<file path="src/rtl/fetch_unit.sv">
// Instruction-fetch stage: owns the fetch PC, runs a single-outstanding req/ack
// fetch to instruction memory, buffers words in a prefetch FIFO, handles redirects and halt.
module fetch_unit #(
  parameter logic [31:0] RESET_PC   = 32'h0000_0000,
  parameter int          DEPTH      = 4,
  parameter logic [31:0] HALT_INSTR = 32'h0000_0073,
  parameter logic [31:0] NOP_INSTR  = 32'h0000_0013
) (
  input  logic        clk,
  input  logic        rstn,
  output logic        imem_req,
  output logic [31:0] imem_addr,
  input  logic        imem_ack,
  input  logic [31:0] imem_rdata,
  input  logic        npc_control,
  input  logic [31:0] branch_pc,
  input  logic        ready,
  output logic        valid,
  output logic [31:0] instruction,
  output logic [31:0] PC,
  output logic        halt
);

  localparam int PTR_W = (DEPTH > 1) ? $clog2(DEPTH) : 1;
  localparam int CNT_W = PTR_W + 1;
  localparam logic [CNT_W-1:0] DEPTH_C = CNT_W'(DEPTH);

  logic [31:0]      fetch_pc_q, fetch_pc_d;
  logic [31:0]      req_addr_q, req_addr_d;
  logic             req_q, req_d;
  logic             stale_q, stale_d;
  logic             halt_q, halt_d;
  logic [PTR_W-1:0] rd_ptr_q, rd_ptr_d;
  logic [PTR_W-1:0] wr_ptr_q, wr_ptr_d;
  logic [CNT_W-1:0] count_q, count_d;

  logic [31:0] pc_mem    [DEPTH];
  logic [31:0] instr_mem [DEPTH];

  logic        redirect, acked, push, pop, issue, valid_w;
  logic [31:0] head_pc, head_instr;

  assign head_pc    = pc_mem[rd_ptr_q];
  assign head_instr = instr_mem[rd_ptr_q];

  always_comb begin
    // NOTE: every always_comb output gets a default first so no path can infer a latch.
    fetch_pc_d = fetch_pc_q;
    req_addr_d = req_addr_q;
    stale_d    = stale_q;
    rd_ptr_d   = rd_ptr_q;
    wr_ptr_d   = wr_ptr_q;
    count_d    = count_q;

    // Redirect outranks dequeue, push and issue; it is ignored once halted.
    redirect = npc_control && !halt_q;
    acked    = req_q && imem_ack;
    valid_w  = (count_q != '0) && !halt_q;
    pop      = valid_w && ready && !redirect;
    push     = acked && !stale_q && !redirect && !halt_q;
    halt_d   = halt_q || (pop && (head_instr == HALT_INSTR));

    if (redirect) begin
      fetch_pc_d = branch_pc & ~32'h3;
      stale_d    = req_q && !imem_ack;
      rd_ptr_d   = '0;
      wr_ptr_d   = '0;
      count_d    = '0;
    end else begin
      if (acked) stale_d = 1'b0;
      if (push) begin
        fetch_pc_d = fetch_pc_q + 32'd4;
        wr_ptr_d   = wr_ptr_q + PTR_W'(1);
      end
      if (pop) rd_ptr_d = rd_ptr_q + PTR_W'(1);
      if (push && !pop)      count_d = count_q + CNT_W'(1);
      else if (pop && !push) count_d = count_q - CNT_W'(1);
    end

    // Issuing against the post-update occupancy guarantees a free slot when the ack returns.
    issue = (!req_q || imem_ack) && !halt_d && !npc_control && (count_d < DEPTH_C);
    req_d = issue || (req_q && !imem_ack);
    if (issue) req_addr_d = fetch_pc_d;
  end

  always_ff @(posedge clk or negedge rstn) begin
    // NOTE: sequential state uses non-blocking assignments so all registers update together.
    if (!rstn) begin
      fetch_pc_q <= RESET_PC;
      req_addr_q <= RESET_PC;
      req_q      <= 1'b0;
      stale_q    <= 1'b0;
      halt_q     <= 1'b0;
      rd_ptr_q   <= '0;
      wr_ptr_q   <= '0;
      count_q    <= '0;
    end else begin
      fetch_pc_q <= fetch_pc_d;
      req_addr_q <= req_addr_d;
      req_q      <= req_d;
      stale_q    <= stale_d;
      halt_q     <= halt_d;
      rd_ptr_q   <= rd_ptr_d;
      wr_ptr_q   <= wr_ptr_d;
      count_q    <= count_d;
    end
  end

  // NOTE: FIFO storage is not reset; entries are only observed through count, which is.
  always_ff @(posedge clk) begin
    if (push) begin
      pc_mem[wr_ptr_q]    <= fetch_pc_q;
      instr_mem[wr_ptr_q] <= imem_rdata;
    end
  end

  assign imem_req    = req_q;
  assign imem_addr   = req_addr_q;
  assign valid       = valid_w;
  assign instruction = valid_w ? head_instr : NOP_INSTR;
  assign PC          = valid_w ? head_pc : 32'h0;
  assign halt        = halt_q;

endmodule

</file>
<file path="config.mk">
export PLATFORM = sky130hd
export DESIGN_NAME = fetch_unit
export DESIGN_NICKNAME = d
export VERILOG_FILES = /design/src/rtl/fetch_unit.sv
export SDC_FILE = /design/constraint.sdc
export NUM_CORES = 1
export LEC_CHECK = 0
export CORE_MARGIN = 2
export CORE_UTILIZATION = 40
export CTS_CLUSTER_DIAMETER = 40
export CTS_CLUSTER_SIZE = 40
export DETAILED_ROUTE_END_ITERATION = 7
export GPL_TIMING_DRIVEN = 1
export HOLD_SLACK_MARGIN = 0.12
export PLACE_DENSITY = 0.67
export SYNTH_ARGS = -nofsm -noshare
export SYNTH_HDL_FRONTEND = slang
export SYNTH_SLANG_ARGS = --single-unit
</file>
<file path="constraint.sdc">
create_clock -name clk -period 4.5 [get_ports clk]
set_clock_uncertainty 0.1 [all_clocks]
set_input_delay 0.9 -clock clk [delete_from_list [all_inputs] [get_ports clk]]
set_output_delay 0.9 -clock clk [all_outputs]
set_load 0.1 [all_outputs]
</file>
==> run_results.csv <==
group,metric,value,unit
pwr,power.switching,4.90,mW
run,max_cap_violations,0,
timing,setup_violations,0,
synthesis,syn_inst,765,
layout,mostFrequentLayoutCells,"edfxtp_1 (256), clkdlybuf4s50_1 (99), buf_4 (79)",
pwr,cell_internal_pwr,6.70,mW
clocking,clk_latency,0.51,ns
pwr,leakagePower,6.09,nW
synthesis,synth-edff-count,256,
die,start_util,0.403,
worst_setup_path,required,3.50,ns
timing,rsz0062_at_grt,"false",
synthesis,syn-cell-area,0.0134,mm²
worst_setup_path,criticalPathCategory,"reg2out",
timing,hold_viol,0,
global_route,grt_start_max_net_pins,75,
synthesis,synth_nets,842,
placed_design,routabilityCongestion,0.738,
synthesis,syn_avg_cell_area,17.5,µm²
global_route,gr-total-overflow,0,
clocking,htreeDepth,2,
die,io_pins,168,
synthesis,ys_seq_area_frac,0.711,
global_route,global_route.usage.total,0.170,
synthesis,ys_ff_latch,330,
clocking,post-cts-setup-buffers,0,
pwr,p_seq_frac,0.321,
clocking,cts_resized,0,
placed_design,io_buffers,165,
die,die_h,187,µm
die,core,0.0333,mm²
clocking,cts_tree,"yes",
pwr,cellPowerDensity,685,mW/mm²
route,vias,7342,
clocking,clk_pin_slew_worst_paths,0.07,ns
worst_setup_path,crit_path_end_kind,"output port",
timing,timing.setup.tns,0,ns
clocking,cts-root-buf,"clkbuf_16",
die,die-area,0.0350,mm²
synthesis,yosys_warnings,0,
route,wl,29.7,mm
timing,tightest_slew,1.06,ns
layout,fin_cells,1424,
route,antenna_left,0,
layout,nNetsFinal,1023,
placed_design,dp.cells,1354,
timing,fin_crit,4.00,ns
layout,final_common_cell,"edfxtp_1",
route,drcViolationCount,0,
timing,relSlewSlack,0.294,
layout,area_growth,26.3,%
hold_path,hp-class,"reg2reg",
route,first_pass_iters,5,
synthesis,synth-main-ff-cell,"edfxtp_1",
clocking,cts_buffer_depth,3,
global_route,grt_pass1_vias,7827,
timing,finalCritPeriodShare,0.888,
synthesis,yosysUniqueCellTypes,42,
worst_setup_path,worst_ep_arrival_time,3.00,ns
global_route,antenna_found_initial,1,
clocking,postCtsHoldBufs,0,
timing,maxSlewViolCount,0,
pwr,clockPowerShare,0.291,
route,wl_per_cell,20.8,µm
die,num_rows,67,
pwr,ir_drop,0.000584,V
worst_setup_path,critPathLaunchType,"flip-flop",
pwr,combPwrFrac,0.388,
layout,drive_above_1_share,0.269,
synthesis,async_reset_ff_frac,0.224,
placed_design,hpwl,18.8,mm
clocking,cts_made_buffers,38,
global_route,grt_pass1_wl,45.9,mm
worst_setup_path,cp_max_fo,29,
pwr,switching_share,0.422,
timing,timing.hold.ws,0.412,ns
route,viasPerCell,5.16,
clocking,cts_num_sinks,330,
die,dieWidth,187,µm
run_status,outcome,"complete, no violations",
timing,fmax,250,MHz
route,dr.first_iter.drc_count,500,
## power by group through the flow
stage | Combinational [mW] | Clock, mW | Sequential, mW
6_report | 4.50 | 3.38 | 3.72
5_1_grt | 4.64 | 3.56 | 3.75
4_1_cts | 4.52 | 3.43 | 3.73
3_5_place_dp | 4.52 | 0 | 3.78
3_3_place_gp | 4.50 | 0 | 3.78
2_1_floorplan | 2.62 | 0 | 4.63
## logic make-up after synthesis
logic type	Yosys count	share of synthesized area
DFF	330	0.711
muxes	97	0.143
AOI/OAI and AO/OA	45	0.0179
buffers and inverters	55	0.0187
adders and majority gates	8	0.00746
and+or+nand+nor	200	0.0819
xor gates and xnor gates	30	0.0196
## registers in the layout, indices dropped and copies added, names as in the netlist
register and cells:
stale_q 1, imem_addr 32, instr_mem 128, halt 1, imem_req 1, count_q 3
pc_mem 128, wr_ptr_q 2, rd_ptr_q 2, fetch_pc_q 32
## worst max-delay path: stages, from the launching register on
cell and delay [ns]:
dfrtp_4 0.78, buf_4 0.62, mux4_2 0.58, and3_1 0.22, buf_4 0.24
## worst paths after layout
kind | from | endpoint | slack (ns) | depth (start not counted)
worst max-delay path | rd_ptr_q[0] | PC[8] | 0.50 | 4
worst min-delay path | imem_addr[13] | imem_addr[13] | 0.41 | 1
worst max register to register | rd_ptr_q[0] | imem_addr[1] | 0.82 | 7
worst min register to register | imem_addr[13] | imem_addr[13] | 0.41 | 1
max in group asynchronous | rstn | rd_ptr_q[1] | 3.11 | 1
min in group asynchronous | rstn | imem_addr[21] | 0.43 | 1
## final cells by class
class | instances | area (µm²)
Sequential cell | 330 | 9550
Timing Repair Buffer | 184 | 1700
Tap cell | 448 | 561
Multi-Input combinational cell | 380 | 3660
Clock buffer | 40 | 1000
Inverter | 12 | 45.0
Antenna cell | 1 | 2.50
Clock inverter | 29 | 415
Fill cell | 2715 | 16300
## synth_stat cells (4+ instances only)
| cell | number | area share |
|---|---|---|
| a21oi_1 | 6 | 0.0022 |
| ha_1 | 8 | 0.0075 |
| and3_1 | 69 | 0.032 |
| buf_2 | 5 | 0.0019 |
| nor2b_1 | 5 | 0.0023 |
| o21ai_0 | 30 | 0.011 |
| nor3_1 | 12 | 0.0045 |
| clkbuf_1 | 29 | 0.0081 |
| mux4_2 | 64 | 0.11 |
| dfrtp_1 | 74 | 0.14 |
| nand2_1 | 49 | 0.014 |
| nor2_1 | 15 | 0.0042 |
| edfxtp_1 | 256 | 0.57 |
| buf_6 | 5 | 0.0042 |
| nand3_1 | 13 | 0.0049 |
| or3_1 | 5 | 0.0023 |
| nor4_1 | 11 | 0.0051 |
| inv_1 | 11 | 0.0031 |
| mux2_4 | 29 | 0.032 |
| nand4_1 | 7 | 0.0033 |
| buf_1 | 4 | 0.0011 |
| xnor2_1 | 27 | 0.018 |
## per-layer routing
layer  global-route usage  up-vias  part of all wire
met1                0.233     3751              0.44
met3               0.0287       48             0.041
met4               0.0592        0             0.029
li1                     -     3366                 -
met5                    0        -                 0
met2                0.279      177              0.49
## metrics by stage
| step | power, mW | setup WS (ns) | instance area, µm² | utilization |
|---|---|---|---|---|
| 2_1_floorplan | 7.25 | 0.946 | 13400 | - |
| 3_3_place_gp | 8.28 | 0.873 | 15500 | 0.466 |
| 3_5_place_dp | 8.30 | 0.805 | 15500 | 0.466 |
| 4_1_cts | 11.7 | 0.402 | 16900 | 0.509 |
| 5_1_grt | 12.0 | 0.293 | 16900 | 0.509 |
| 6_report | 11.6 | 0.504 | 16900 | 0.509 |
No activity file was read; power rests on OpenSTA's default activity.
